### config.mk
export PLATFORM = sky130hd
export DESIGN_NAME = serial_adder
export DESIGN_NICKNAME = d
export VERILOG_FILES = /design/src/rtl/adder_pkg.sv /design/src/rtl/fulladder.sv /design/src/rtl/serial_adder.sv
export SDC_FILE = /design/constraint.sdc
export NUM_CORES = 1
export LEC_CHECK = 0
export CORE_MARGIN = 2
export CORE_UTILIZATION = 45
export CTS_CLUSTER_SIZE = 12
export DETAILED_ROUTE_END_ITERATION = 10
export PLACE_DENSITY_LB_ADDON = 0.25
export SYNTH_ARGS = -nofsm -noshare
export SYNTH_HDL_FRONTEND = slang
export SYNTH_SLANG_ARGS = --single-unit
### constraint.sdc
create_clock -name clk -period 3.9 [get_ports clk]
set_input_delay 1.17 -clock clk [delete_from_list [all_inputs] [get_ports clk]]
set_output_delay 1.17 -clock clk [all_outputs]
set_load 0.01 [all_outputs]
### src/rtl/adder_pkg.sv
// Shared types and limits for the bit-serial adder.
package adder_pkg;

   localparam int unsigned ADDER_WIDTH_MIN = 2;
   localparam int unsigned ADDER_WIDTH_MAX = 32;

   typedef enum logic [1:0] {
      ST_IDLE = 2'd0,
      ST_RUN  = 2'd1,
      ST_DONE = 2'd2
   } adder_state_e;

endpackage

### src/rtl/fulladder.sv
// One-bit full adder cell.
module fulladder (
   output logic s,
   output logic c,
   input  logic a,
   input  logic b,
   input  logic cin
);

   assign s = a ^ b ^ cin;
   assign c = (a & b) | (cin & (a ^ b));

endmodule

### src/rtl/serial_adder.sv
// Bit-serial WIDTH-bit adder: LSB-first through one fulladder cell, with valid/ready in and out.
// Optional signed-overflow output enabled by defining SERIAL_ADDER_OVF_EN.
module serial_adder
   import adder_pkg::*;
#(
   parameter int unsigned WIDTH = 8
) (
   input  logic             clk,
   input  logic             rst,
   input  logic             in_valid,
   output logic             in_ready,
   input  logic [WIDTH-1:0] a,
   input  logic [WIDTH-1:0] b,
   input  logic             cin,
   output logic             out_valid,
   input  logic             out_ready,
   output logic [WIDTH-1:0] sum,
   output logic             cout
`ifdef SERIAL_ADDER_OVF_EN
   ,
   output logic             ovf
`endif
);

   localparam int unsigned CNT_W = $clog2(WIDTH);

   generate
      if (WIDTH < ADDER_WIDTH_MIN || WIDTH > ADDER_WIDTH_MAX) begin : g_width_chk
         $error("serial_adder: WIDTH %0d outside supported range", WIDTH);
      end
   endgenerate

   adder_state_e     state;
   adder_state_e     state_next;
   logic [WIDTH-1:0] a_sr;
   logic [WIDTH-1:0] b_sr;
   logic [WIDTH-1:0] sum_sr;
   logic             carry;
   logic [CNT_W-1:0] cnt;
   logic             fa_s;
   logic             fa_c;
   logic             accept_c;
   logic             last_c;

   fulladder u_fa (
      .s   (fa_s),
      .c   (fa_c),
      .a   (a_sr[0]),
      .b   (b_sr[0]),
      .cin (carry)
   );

   // Next-state decode; accept and last-bit strobes steer the datapath.
   always_comb begin
      state_next = state;
      accept_c   = 1'b0;
      last_c     = 1'b0;
      unique case (state)
         ST_IDLE: begin
            if (in_valid && in_ready) begin
               accept_c   = 1'b1;
               state_next = ST_RUN;
            end
         end
         ST_RUN: begin
            if (cnt == CNT_W'(WIDTH - 1)) begin
               last_c     = 1'b1;
               state_next = ST_DONE;
            end
         end
         ST_DONE: begin
            if (out_ready) state_next = ST_IDLE;
         end
         default: state_next = ST_IDLE;
      endcase
   end

   // Handshake flags are registered from the next state so they track the state register exactly.
   always_ff @(posedge clk or posedge rst) begin
      if (rst) begin
         state     <= ST_IDLE;
         in_ready  <= 1'b0;
         out_valid <= 1'b0;
      end else begin
         state     <= state_next;
         in_ready  <= (state_next == ST_IDLE);
         out_valid <= (state_next == ST_DONE);
      end
   end

   always_ff @(posedge clk or posedge rst) begin
      if (rst) begin
         a_sr   <= '0;
         b_sr   <= '0;
         sum_sr <= '0;
         carry  <= 1'b0;
         cnt    <= '0;
         sum    <= '0;
         cout   <= 1'b0;
      end else begin
         if (accept_c) begin
            a_sr  <= a;
            b_sr  <= b;
            carry <= cin;
            cnt   <= '0;
         end else if (state == ST_RUN) begin
            a_sr   <= a_sr >> 1;
            b_sr   <= b_sr >> 1;
            sum_sr <= {fa_s, sum_sr[WIDTH-1:1]};
            carry  <= fa_c;
            cnt    <= cnt + CNT_W'(1);
         end
         // Result takes the final bit directly so it lands on the same edge as DONE.
         if (last_c) begin
            sum  <= {fa_s, sum_sr[WIDTH-1:1]};
            cout <= fa_c;
         end
      end
   end

`ifdef SERIAL_ADDER_OVF_EN
   // On the MSB cycle the carry register holds the carry into the MSB.
   always_ff @(posedge clk or posedge rst) begin
      if (rst) begin
         ovf <= 1'b0;
      end else if (last_c) begin
         ovf <= carry ^ fa_c;
      end
   end
`endif

endmodule
Word-level counts from Yosys, hierarchy flattened:

Index checks and enable logic that the tools add are counted.

* input port bits: 21
* word-level logic and storage cells: 42
* output and inout bits: 11
* bits in registers: 41

* reductions and logical operators: 5
* mux-type cells: 16
* eq/ne operators: 4
* bitwise operators: 6
* add/sub/neg operators: 1

Operator list (number)
* $mux W8: 4
* $mux W1: 6
* $mux W2: 3
* $mux W3: 2
* $pmux W2 S3: 1
* $eq A2 B2 Y1 const B: 2
* $logic_not A2 Y1: 2
* $add A3 B1 Y3 const B: 1
* $eq A3 B3 Y1 const B: 1
* $and A1 B1 Y1: 2
* $eq A2 B1 Y1 const B: 1
* $reduce_and A2 Y1: 1
* $reduce_bool A2 Y1: 1
* $xor A1 B1 Y1: 2
* $logic_and A1 B1 Y1: 1
* $not A1 Y1: 1
* $or A1 B1 Y1: 1

Logic depth before layout (Yosys ltp):

Gate-level depths: netlist of run 1.

* depth in word-level cells: 5
* mapped depth: 5

By module:

Synthesis of run 1 repeated with hierarchy kept, for this count alone.

* cells, all modules: 137
* area, all modules: 1712.9 µm²

Modules (own cells, without submodules)
* serial_adder: cells an instance 136, sequential area each 1001.0 µm², times used 1, area each 1692.9 µm²
* fulladder: cells an instance 1, sequential area each 0.0 µm², times used 1, area each 20.0 µm²

Worst setup path after synthesis of run 1:

OpenSTA, ideal clock, no wires.

* kind: in2reg
* from: in in_valid
* to: reg a_sr[3]
* arrival: 1.874 ns
* library setup time: 0.118 ns
* required time: 3.782 ns
* setup slack: 1.908 ns
* stages: 4
* cells stage by stage: and4bb_4 -> buf_6 -> a22o_1 -> a21o_1

* longest elaborated chain between the ends: 4
* elaborated cells between the ends (all ways): 5
* those cells by class: mux (3); reduce/logical (2)

RTL lines
* start: declaration: line serial_adder.sv:10 `input logic in_valid,`
* $logic_and A1 B1 Y1 (*): line serial_adder.sv:60 `if (in_valid && in_ready) begin`
* $mux W1 (*): line serial_adder.sv:60
* $mux W1 (*): line serial_adder.sv:58 `unique case (state)`
* $mux W8 / $reduce_bool A2 Y1 (equally long branches)
* end signal: assignment: line serial_adder.sv:107 `a_sr <= a_sr >> 1;`
* end: declaration: line serial_adder.sv:35 `logic [WIDTH-1:0] a_sr;`

Mark *: on every way between the ends. The rest lies on a longest branch, timed or not.
A chain may end at the register's enable or synchronous reset.

Worst setup path after layout of run 1:

* from: reg in_ready
* to: out in_ready

RTL lines
* start: declaration: line serial_adder.sv:11 `output logic in_ready,`
* start signal: assignment: line serial_adder.sv:86 `in_ready <= (state_next == ST_IDLE);`

No word-level cell between the ends.

==> metrics.yaml, run 1 <==
status:
  status: "finished, final reports clean"
pwr:
  p_leak_nw: 1.129
  p_comb_frac: 0.398
  p_int_mw: 1.069
  clock_power_share: 0.174
  p_switching_mw: 0.5478
  seqPwrFrac: 0.427
  power.share.switching: 0.3388
  irDropWorstVdd_mv: 0.3993
  power_density_nw_per_um2: 757.1
sta:
  drv_slew: 0
  maxSlewHeadroom: 0.3995
  finalHoldViolCount: 0
  final.setup.tns_ns: 0
  fin_skew_ns: 0.004193
  hold_ws_ns: 0.4825
  max_slew.worst_pin.slew_ns: 0.8997
  rsz0062_at_grt: "false"
  setup_violations: 0
  period_share: 0.6049
  max_clock_freq_mhz: 423.9
  period_minus_slack_ns: 2.359
routing:
  routed_wl_mm: 3.070
  vias: 1130
  drc: 0
  wire_per_inst_um: 14.02
  drtPass1Iterations: 4
  drt_iter0_drc: 73
  viasPerCell: 5.160
  ant_nets: 0
worst_setup_path:
  worst-path-buf-inv: 1
  rrSetupSlack_ns: 2.38
  crit_cells: 1
  cp-startpoint: "in_ready$_DFF_PP0_"
  reg2regPathDepth: 3
  required_ns: 2.73
  cp_cell_sequence: "clkdlybuf4s50_1"
  crit_end: "in_ready"
  critPathSlowestCell: "clkdlybuf4s50_1"
  criticalPathCategory: "register to primary output"
  rr_endpoint: "cnt[0]$_DFFE_PP0P_"
  max_stage_delay_ns: 0.55
  path_delay_family: "buffers and inverters"
  cp_max_fo: 2
  startpoint_type: "register"
  arrival_ns: 1.19
  rr_startpoint: "state[0]$_DFF_PP0_"
  cp-end-kind: "primary output"
clocking:
  cts_hold_buf: 0
  clock_path_buffers: 2
  cts_root_buf: "clkbuf_8"
  cts.clk_slew.worst_paths_ns: 0.07
  cts_buffers: 5
  clk_latency_ns: 0.29
  post_cts_resized: 0
  ctsHtreeMaxLevel: 2
  clock_sinks: 40
  post-cts-setup-buffers: 0
  cts_tree: "done"
flow_run:
  maxCapViolCount: 0
die:
  core_um2: 3661
  start_util: 0.4692
  die-area_um2: 4328
  pin_count: 32
  die_h_um: 65.79
  chipWidth_um: 65.79
  rows: 22
synthesis:
  async_flop_share: 1.000
  yosysWarnings: 0
  syn_area_um2: 1718
  ys_seq_area_frac: 0.5827
  synth_cell_types: 24
  synth_ff_type: "dfrtp_1"
  syn-num-nets: 161
  synth.top_cell.area_share: 0.5827
  synthCells: 137
  synth_top_cell_by_area: "dfrtp_1"
  synth_seq_cells: 40
  synth-edff-count: 0
  syn_area_per_cell_um2: 12.54
  synth_area_leaders: "dfrtp_1 58%, nand2_1 7.2%, a22o_1 7.1%"
placed_design:
  place_inst: 211
  post_dp_cell_area_um2: 2043
  port_buffers: 31
  place.gp.congestion: 0.7471
  dp.final_hpwl_mm: 2.098
global_route:
  grtUsageTotal: 0.1670
  grt_pass1_wl_mm: 5.395
  grt_pass1_vias: 1177
  grt-ovfl-total: 0
  grt_antenna_before_repair: 0
  grt_max_degree: 28
final_layout:
  seq_area_um2: 1001
  syn2layout_area_growth_pct: 24.33
  final_area_um2: 2136
  stdcell_count: 219
  multi_input_area_um2: 645.6
  num-fill-cells: 322
  n_antenna_cell: 0
  drive_above_1_share: 0.1404
  layout.nets: 194
hold_path:
  whs_path_depth: 1
  hold_path_class: "register to register"
flip-flops by register name (all words and copies together), names as in the netlist:
register / flops
sum_sr: 7
a_sr: 8
cnt: 3
out_valid: 1
b_sr: 8
in_ready: 1
cout: 1
sum: 8
carry: 1
state: 2
power groups by stage:
stage / clock network [mW] / registers, mW / logic, mW
3_3_place_gp: 0 / 0.688 / 0.625
6_report: 0.282 / 0.691 / 0.644
2_1_floorplan: 0 / 0.697 / 0.467
5_1_grt: 0.309 / 0.712 / 0.724
4_1_cts: 0.291 / 0.692 / 0.653
3_5_place_dp: 0 / 0.700 / 0.650
Yosys cell counts (2+ instances only):
cell type,number
dfrtp_1,40
nand2_1,33
a21o_1,14
a22o_1,14
mux2_4,8
buf_6,4
o21ai_0,4
buf_2,3
ha_1,2
cell usage in the layout (no fill, tap or decap), types with 2 or more instances in the layout:
master and count:
clkbuf_8 6, mux2_4 8, ha_1 2, clkinv_2 2, clkdlybuf4s50_1 31, nand2_1 33
a22o_1 14, a21o_1 14, o21ai_0 4, buf_4 3, dfrtp_1 40
area by class of cell:
| class | instances | share of cell area |
|---|---|---|
| clock buffers | 6 | 0.03866 |
| clock inverters | 2 | 0.004687 |
| inverters | 1 | 0.001757 |
| multi-input cells | 88 | 0.3023 |
| flip-flops and latches | 40 | 0.4687 |
| well taps | 48 | 0.02812 |
| repair buffers | 34 | 0.1558 |
layer usage:
| layer | up-vias | track usage | share of wire |
|---|---|---|---|
| met5 | - | 0 | 0 |
| met4 | 0 | 0.06250 | 0.016 |
| met1 | 559 | 0.2034 | 0.45 |
| met3 | 6 | 0.05281 | 0.049 |
| met2 | 28 | 0.2765 | 0.48 |
| li1 | 537 | - | - |
stage by stage:
stage / power (mW) / utilization / worst slack [ns]
floorplan: 1.164 / - / 1.812
global placement: 1.313 / 0.5581 / 1.289
detailed placement: 1.349 / 0.5581 / 1.262
CTS: 1.636 / 0.5834 / 1.519
global route: 1.745 / 0.5834 / 1.483
finish: 1.617 / 0.5834 / 1.541
worst register-to-register path, cell delays in order (launching register included):
cell,delay [ns]
dfrtp_1,0.41
and4bb_4,0.55
nor2_4,0.17
mux2_2,0.29
worst min-delay path by stage:
| stage | start | to | slack (ns) |
|---|---|---|---|
| final | a_sr[3]$_DFFE_PP0P_ | a_sr[3]$_DFFE_PP0P_ | 0.48 |
| after global routing | a_sr[3]$_DFFE_PP0P_ | a_sr[3]$_DFFE_PP0P_ | 0.50 |
| after CTS | a_sr[3]$_DFFE_PP0P_ | a_sr[3]$_DFFE_PP0P_ | 0.49 |
| after detailed placement | a_sr[3]$_DFFE_PP0P_ | a_sr[3]$_DFFE_PP0P_ | 0.47 |
| after global placement | a_sr[2]$_DFFE_PP0P_ | a_sr[2]$_DFFE_PP0P_ | 0.46 |
| after floorplan | sum_sr[1]$_DFFE_PP0P_ | sum_sr[1]$_DFFE_PP0P_ | 0.45 |
cells by family (layout without fill, tap and decap cells):
family	after synthesis	after routing	synth area share
compound gates	34	34	0.1515
flops	40	40	0.5827
simple gates	40	40	0.1093
mux	11	11	0.08886
fa+ha+maj	3	3	0.02622
buf+inv	9	43	0.04151
(Power assumes the default switching activity.)
==> inputs of run 2 (changes only) <==
==> constraint.sdc (replaced) <==
create_clock -name clk -period 2.2 [get_ports clk]
set_input_delay 0.66 -clock clk [delete_from_list [all_inputs] [get_ports clk]]
set_output_delay 0.66 -clock clk [all_outputs]
set_load 0.01 [all_outputs]
==> run 2 against run 1 <==
- utilization is 0.75 points higher
- hold slack worse by 0.0011 ns
- non-clock buffer count stayed put
- wire length is 3.7% lower
- clock skew is 0.0016 ns lower
- final cell count stayed put
- critical path depth stayed put
- first-iteration DRC count is 4.1% lower
- combinational power is 77% higher
==> metrics.yaml, run 2 (synthesis results as in run 1) <==
clocking:
  clock_sinks: 40  # unchanged
  post_cts_resized: 0  # unchanged
  cts.clk_slew.worst_paths_ns: 0.07  # about the same
  ctsHtreeMaxLevel: 2  # unchanged
  cts_root_buf: "clkbuf_8"
  post-cts-setup-buffers: 0  # unchanged
  cts_buffers: 5  # unchanged
  cts_tree: "done"
  clk_latency_ns: 0.29  # about the same
  cts_hold_buf: 0  # unchanged
  clock_path_buffers: 2  # unchanged
final_layout:
  n_antenna_cell: 0  # unchanged
  final_util: 0.5909  # +0.007519
  layout.nets: 194  # unchanged
  reg_top3: "a_sr (8), b_sr (8), sum (8)"
  syn2layout_area_growth_pct: 25.93
  drive_above_1_share: 0.1345  # -0.005848
  layout_commonest_cell: "dfrtp_1"
  mostFrequentLayoutCells: "40 x dfrtp_1, 33 x nand2_1, 31 x clkdlybuf4s50_1"
  final_area_um2: 2163  # +1.3%
sta:
  period_minus_slack_ns: 1.852
  rsz0062_at_grt: "false"
  layout_setup_ws_ns: 0.3482  # -1.193 ns
  finalHoldViolCount: 0  # unchanged
  max_slew.worst_pin.slew_ns: 0.5255  # -0.3742 ns
  maxSlewHeadroom: 0.6497  # +0.2501
  drv_slew: 0  # unchanged
  period_share: 0.8417
  setup_violations: 0  # unchanged
  final.setup.tns_ns: 0  # unchanged
  hold_ws_ns: 0.4814  # -0.001114 ns
  fin_skew_ns: 0.002570  # -0.001623 ns
  max_clock_freq_mhz: 540.0
routing:
  drt_iter0_drc: 70  # -4.1%
  drtPass1Iterations: 4  # unchanged
  ant_nets: 0  # unchanged
  viasPerCell: 5.137  # -0.44%
  routed_wl_mm: 2.955  # -3.7%
  vias: 1125  # -0.44%
  wire_per_inst_um: 13.49  # -3.7%
  drc: 0  # unchanged
global_route:
  grt_pass1_wl_mm: 5.257  # -2.6%
  grt_use_met1: 0.1978  # -0.005605
  grt-ovfl-total: 0  # unchanged
  grt_antenna_before_repair: 0  # unchanged
  grtUsageTotal: 0.1615  # -0.005434
  grt_use_met2: 0.2639  # -0.01263
  grt_pass1_vias: 1170  # -0.59%
  use_met3: 0.05792  # +0.005111
  gr-max-usage-layer: "met2"
  grt_max_degree: 41  # +46%
flow_run:
  maxCapViolCount: 0  # unchanged
die:
  core_um2: 3661  # unchanged
  start_util: 0.4692  # unchanged
  chipWidth_um: 65.79  # unchanged
  die_h_um: 65.79  # unchanged
  pin_count: 32  # unchanged
  rows: 22  # unchanged
  die-area_um2: 4328  # unchanged
worst_setup_path:
  cp_max_fo: 2  # unchanged
  path_delay_family: "buffers and inverters"
  criticalPathCategory: "register to primary output"
  cp_cell_sequence: "clkdlybuf4s50_1"
  max_stage_delay_ns: 0.54  # about the same
  startpoint_type: "register"
  cp-end-kind: "primary output"
  arrival_ns: 1.19  # about the same
  required_ns: 1.54  # -1.19 ns
  critPathSlowestCell: "clkdlybuf4s50_1"
  worst-path-buf-inv: 1  # unchanged
hold_path:
  hold_path_class: "register to register"
placed_design:
  place.gp.congestion: 0.7410  # -0.82%
  port_buffers: 31  # unchanged
  dp.final_hpwl_mm: 1.995  # -4.9%
  dp_worst_setup_slack_ns: 0.2174  # -1.045 ns
  post_dp_cell_area_um2: 2056  # +0.61%
status:
  status: "finished, final reports clean"
pwr:
  p_leak_nw: 1.136  # +0.69%
  irDropWorstVdd_mv: 0.5640  # +41%
  power_density_nw_per_um2: 1365  # +80%
## run 2: changes by cell type in the layout (fill, tap and decap cells not counted)
cell,previous run,this run
buf_12,0,1
buf_4,3,2
bufinv_16,0,1
clkbuf_1,0,1
clkbuf_8,6,5
clkinv_2,2,1
## run 2: area by class of cell
type	instances	area, um^2
clock buffers	6	72.57
clock inverters	2	35.03
fillers	298	1498
inverters	1	3.754
multi-input cells	88	645.6
flip-flops and latches	40	1001
well taps	48	60.06
repair buffers	34	345.3
## run 2: layer usage
metal	vias to the layer above	part of all wire
met3	6	0.046
met1	558	0.47
met2	27	0.48
li1	534	-
met4	0	0.011
met5	-	0
## run 2: path summary, 6_finish.rpt
path / slack (ns) / from / to / cells after the start
setup / recovery: 0.35 / sum[2]$_DFFE_PP0P_ / sum[2] / 1
hold / removal: 0.48 / b_sr[3]$_DFFE_PP0P_ / b_sr[3]$_DFFE_PP0P_ / 1
setup reg to reg: 0.64 / state[0]$_DFF_PP0_ / a_sr[1]$_DFFE_PP0P_ / 4
hold reg to reg: 0.48 / b_sr[3]$_DFFE_PP0P_ / b_sr[3]$_DFFE_PP0P_ / 1
max in group asynchronous: 1.08 / rst / state[0]$_DFF_PP0_ / 3
min in group asynchronous: 0.79 / rst / sum[6]$_DFFE_PP0P_ / 3
## run 2: power breakdown
group | total [mW] | internal, mW | leakage [nW] | switching, mW
clock network | 0.583 | 0.336 | 0.0552 | 0.247
registers | 1.22 | 1.04 | 0.517 | 0.181
logic | 1.14 | 0.617 | 0.564 | 0.527
total | 2.95 | 2.00 | 1.14 | 0.955
## run 2: through the flow
stage               total power [mW]  cells
global placement               2.353    211
CTS                            2.987    219
detailed placement             2.400    211
global route                   3.190    219
finish                         2.952    219
floorplan                      2.063    137
==> inputs of run 3 (changes only) <==
==> constraint.sdc (replaced) <==
create_clock -name clk -period 1.67 [get_ports clk]
set_input_delay 0.501 -clock clk [delete_from_list [all_inputs] [get_ports clk]]
set_output_delay 0.501 -clock clk [all_outputs]
set_load 0.01 [all_outputs]
==> run 3 against run 2 <==
- via count rose by 4.4%
- setup slack got worse by 0.19 ns
- first-iteration DRC count fell by 10%
- clock power rose by 32%
- die area did not move
- largest power group unchanged
- critical endpoint is now a_sr[4]$_DFFE_PP0P_
- wire length rose by 8.2%
==> metrics.yaml, run 3 (synthesis results as in run 1) <==
status:
  status: "finished, final reports clean"
clocking:
  cts_buffers: 5  # unchanged
  cts.clk_slew.worst_paths_ns: 0.08  # about the same
  ctsHtreeMaxLevel: 2  # unchanged
  cts_root_buf: "clkbuf_8"
  clk_latency_ns: 0.29  # about the same
  clock_path_buffers: 2  # unchanged
  clock_sinks: 40  # unchanged
  cts_tree: "done"
final_layout:
  reg_top3: "a_sr (8), b_sr (8), sum (8)"
  mostFrequentLayoutCells: "40 x dfrtp_1, 33 x nand2_1, 20 x clkdlybuf4s50_1"
  drive_above_1_share: 0.1591  # +0.02459
  multi_input_area_um2: 645.6  # unchanged
  syn2layout_area_growth_pct: 28.77
  n_antenna_cell: 0  # unchanged
  seq_area_um2: 1001  # unchanged
  layout.nets: 199  # +2.6%
  stdcell_count: 224  # +2.3%
  final_util: 0.6042  # +0.01333
  num-fill-cells: 314  # +5.4%
  layout_commonest_cell: "dfrtp_1"
global_route:
  grt_pass1_vias: 1255  # +7.3%
  grtUsageTotal: 0.1777  # +0.01614
  grt_pass1_wl_mm: 5.720  # +8.8%
  grt_max_degree: 41  # unchanged
  grt-ovfl-total: 0  # unchanged
  grt_antenna_before_repair: 0  # unchanged
sta:
  max_clock_freq_mhz: 662.9
  period_share: 0.9033
  drv_slew: 0  # unchanged
  fin_skew_ns: 0.006959  # +0.004389 ns
  rsz0062_at_grt: "false"
  finalHoldViolCount: 0  # unchanged
  setup_violations: 0  # unchanged
  max_slew.worst_pin.slew_ns: 0.5098  # -0.01567 ns
  maxSlewHeadroom: 0.6601  # +0.01045
  period_minus_slack_ns: 1.508
routing:
  drtPass1Iterations: 4  # unchanged
  wire_per_inst_um: 14.27  # +5.7%
  routed_wl_mm: 3.196  # +8.2%
  drt_iter0_drc: 63  # -10%
  vias: 1174  # +4.4%
  ant_nets: 0  # unchanged
  drc: 0  # unchanged
  viasPerCell: 5.241  # +2.0%
pwr:
  p_int_mw: 2.663  # +33%
  p_switching_mw: 1.308  # +37%
  seqPwrFrac: 0.406  # -0.009
  p_leak_nw: 1.207  # +6.2%
  power_density_nw_per_um2: 1795  # +32%
  clock_power_share: 0.194  # -0.004
  p_comb_frac: 0.400  # +0.012
  irDropWorstVdd_mv: 0.9423  # +67%
  power.share.switching: 0.3293  # +0.005970
placed_design:
  dp.final_hpwl_mm: 2.245  # +12%
  place_inst: 216  # +2.4%
  place.gp.congestion: 0.7846  # +5.9%
  port_buffers: 31  # unchanged
worst_setup_path:
  startpoint_type: "primary input"
  cp-end-kind: "register"
  cp_max_fo: 11  # +9
  arrival_ns: 1.69  # +0.50 ns
  critPathSlowestCell: "clkdlybuf4s50_1"
  required_ns: 1.85  # +0.31 ns
  max_stage_delay_ns: 0.40  # -0.14 ns
  criticalPathCategory: "primary input to register"
  cp_cell_sequence: "clkdlybuf4s50_1 -> and4bb_4 -> buf_12 -> a22o_1 -> a21o_1"
die:
  chipWidth_um: 65.79  # unchanged
  die-area_um2: 4328  # unchanged
  rows: 22  # unchanged
  start_util: 0.4692  # unchanged
  pin_count: 32  # unchanged
  die_h_um: 65.79  # unchanged
  core_um2: 3661  # unchanged
hold_path:
  hold_path_class: "register to register"
flow_run:
  maxCapViolCount: 0  # unchanged
==> run 3: changes by cell type in the layout (fill, tap and decap cells not counted) <==
cell	delta
clkdlybuf4s50_1	-11
dlygate4sd2_1	+11
buf_4	+3
buf_12	+2
==> run 3: worst max-delay path, delay by kind of cell <==
kind / cells / cell delay [ns]
AO/OA/AOI/OAI: 2 / 0.39
buffers and inverters: 2 / 0.55
AND/OR/NAND/NOR: 1 / 0.24
==> run 3: worst paths after layout <==
kind | slack, ns | to | cells after the start | start
worst max register to register | 0.19 | sum[7]$_DFFE_PP0P_ | 4 | cnt[0]$_DFFE_PP0P_
min in group asynchronous | 0.55 | sum_sr[6]$_DFFE_PP0P_ | 3 | rst
worst min register to register | 0.49 | b_sr[2]$_DFFE_PP0P_ | 1 | b_sr[2]$_DFFE_PP0P_
max in group asynchronous | 0.91 | state[1]$_DFF_PP0_ | 3 | rst
worst max-delay path | 0.16 | a_sr[4]$_DFFE_PP0P_ | 5 | in_valid
worst min-delay path | 0.49 | b_sr[2]$_DFFE_PP0P_ | 1 | b_sr[2]$_DFFE_PP0P_
==> run 3: layer usage <==
layer / part of all wire / track usage / wire [um] / vias up
met2: 0.51 / 0.2942 / 1624 / 25
li1: - / - / - / 545
met5: 0 / 0 / 0 / -
met3: 0.042 / 0.06474 / 134 / 4
met1: 0.44 / 0.2115 / 1406 / 600
met4: 0.0097 / 0.06510 / 31 / 0
==> run 3: area by class of cell <==
cell class,instances,share of cell area
clock buffer,6,0.03281
clock inverter,2,0.01584
inverter,1,0.001697
multi-input combinational,88,0.2919
sequential,40,0.4525
tap,48,0.02715
timing repair buffer,39,0.1782
==> run 3: what timing repair did <==
item,CTS,global route
resized for setup,11,0
buffers inserted,0,0
setup endpoints to repair,11,0
hold buffers,0,0
==> run 3: power groups by stage <==
stage	combinational [mW]	sequential [mW]	clock, mW
2_1_floorplan	1.09	1.63	0
3_3_place_gp	1.61	1.61	0
3_5_place_dp	1.69	1.64	0
4_1_cts	1.62	1.62	0.785
5_1_grt	1.78	1.67	0.835
6_report	1.59	1.61	0.770
==> run 3: per-stage QoR <==
stage / setup TNS [ns] / worst slack (ns) / total power, mW / instance area (um^2) / hold WS (ns)
floorplan: 0 / 0.2514 / 2.718 / 1718 / 0.4459
global placement: -1.584 / -0.1141 / 3.218 / 2118 / 0.4618
detailed placement: -1.875 / -0.1453 / 3.324 / 2118 / 0.4705
CTS: 0 / 0.1677 / 4.020 / 2212 / 0.4888
global route: 0 / 0.1166 / 4.284 / 2212 / 0.5153
finish: 0 / 0.1615 / 3.970 / 2212 / 0.4850
==> variant: new RTL, config.mk and constraints of run 2 <==
Re-encode `adder_state_e` (3 states) as one-hot, 3 bits wide.
--- a/src/rtl/adder_pkg.sv
+++ b/src/rtl/adder_pkg.sv
@@ -6,6 +6,6 @@
 
-   typedef enum logic [1:0] {
-      ST_IDLE = 2'd0,
-      ST_RUN  = 2'd1,
-      ST_DONE = 2'd2
+   typedef enum logic [2:0] {
+      ST_IDLE = 3'b001,
+      ST_RUN  = 3'b010,
+      ST_DONE = 3'b100
    } adder_state_e;
Function: same outputs for any inputs over 10 cycles, from zero or initial values and one cycle with rst high; not proved beyond that.
==> variant against run 2 <==
- wire length grew 8.0%
- utilization grew 0.24 points
- cell count shrank 3.2%
- final area grew 1.2%
- sequential share of layout area grew 0.67 points
- first-iteration DRC count is the same
- setup slack lost 98 ps
- area after synthesis grew 0.73%
- combinational power shrank 42%
- power shrank 22%
- non-clock buffer count grew 1
- sequential cell count grew 1
- register-to-register slack lost 220 ps
- critical endpoint is now b_sr[5]
- largest cell class unchanged
- highest routed layer unchanged
==> variant: results (changes against run 2) <==
metric	value	unit	change
met1_usage	0.221		was 0.198
diodes	0		unchanged
clock_skew	4.56	ps	was 2.57 ps
yosys_warnings	0		unchanged
grt_antenna_before_repair	0		unchanged
routedWlPerCell	15.1	um	was 13.5 um
status	complete, no violations		unchanged
post_cts_buffers	0		unchanged
grt.met2_usage	0.259		was 0.264
crit_fanout	23		was 2
hp-class	flip-flop to flip-flop		unchanged
syn_inst	128		was 137
numCtsBuffers	5		unchanged
p_leak	0.980	nW	was 1.14 nW
grt_use_met3	0.0426		was 0.0579
ys_async_sr_fraction	1.00		unchanged
portBuffers	31		unchanged
dr.first_iter.drc_count	70		unchanged
ir_drop	0.000532	V	was 0.000564 V
cts_htree_levels	2		unchanged
dpl_worst_slack	-304	ps	was 217 ps
yosys.area.top_type	dfrtp_1		unchanged
via_count	1137		was 1125
path_clk_slew	70	ps	about the same
post-place-cells	204		was 211
cts.path.max_buffers	2		unchanged
reg_top3	a_sr: 8 flops, b_sr: 8 flops, sum: 8 flops		unchanged
ys_types	25		was 24
drive_gt1_frac	0.195		was 0.135
synth_nets	152		was 161
cts.repair.resized	0		unchanged
nFillCells	310		was 298
ys_seq_area_frac	0.594		was 0.583
synth_common_cells	dfrtp_1 (40), mux2_2 (16), and2_1 (15)		was dfrtp_1 (40), nand2_1 (33), a21o_1 (14), a22o_1 (14), mux2_4 (8)
first_pass_iters	4		unchanged
clkLatencyLatePin	290	ps	about the same
synthTopCellsByArea	dfrtp_1 (58%), mux2_2 (10%), a221o_1 (8.1%)		was dfrtp_1 (58%), nand2_1 (7.2%), a22o_1 (7.1%)
timing.slew.headroom	0.575		was 0.650
grt_max_degree	42		was 41
grt_pass1_wl	5330	um	was 5260 um
place_hpwl	2120	um	was 2000 um
grt_usage	0.167		was 0.162
cts-root-buf	clkbuf_8		unchanged
vias_per_cell	5.36		was 5.14
layout.nets	187		was 194
gp_congestion	0.726		was 0.741
-- variant: worst paths after layout --
path,start,endpoint,slack (ps),depth (start not counted)
worst max-delay path,in_valid,b_sr[5],250,6
worst min-delay path,b_sr[3],b_sr[3],510,1
worst max register to register,cnt[0],sum[5],420,5
worst min register to register,b_sr[3],b_sr[3],510,1
max in group asynchronous,rst,state[0],1210,3
min in group asynchronous,rst,sum[0],730,3
-- variant: logic make-up (layout without fill, tap and decap cells) --
logic type      after synthesis  in the layout  share of synthesized area
compound gates               23             23                      0.108
xor+xnor                      1              1                    0.00506
fa+ha+maj                     3              3                     0.0260
buf+inv                       9             45                     0.0340
flops                        41             41                      0.594
mux                          18             18                      0.116
simple gates                 33             33                      0.117
-- variant: layout make-up --
cell class / count / area, um^2 / share of cell area
Sequential cell: 41 / 1030 / 0.469
Timing Repair Buffer: 35 / 365 / 0.167
Multi-Input combinational cell: 78 / 648 / 0.296
Inverter: 2 / 7.51 / 0.00343
Tap cell: 48 / 60.1 / 0.0274
Clock buffer: 8 / 80.1 / 0.0366
-- variant: metal layers --
metal | routed length [um] | vias up
met1 | 1530 | 576
met5 | 0 | -
met2 | 1450 | 25
met4 | 61 | 0
li1 | - | 529
met3 | 155 | 7
-- variant: power breakdown --
group / internal [mW] / switching [mW]
logic: 0.379 / 0.281
clock network: 0.225 / 0.240
registers: 1.00 / 0.159
-- variant: metrics by stage --
step | setup TNS (ps) | area [um^2]
detailed placement | -3800 | 2100
finish | 0 | 2190
CTS | 0 | 2180
floorplan | 0 | 1730
global route | 0 | 2190
global placement | -2560 | 2100
-- variant: critical path, stage by stage --
cell             delay (ps)
clkdlybuf4s50_1         410
and4b_4                 210
buf_4                   140
and2_1                  180
buf_12                  160
a221o_1                 360
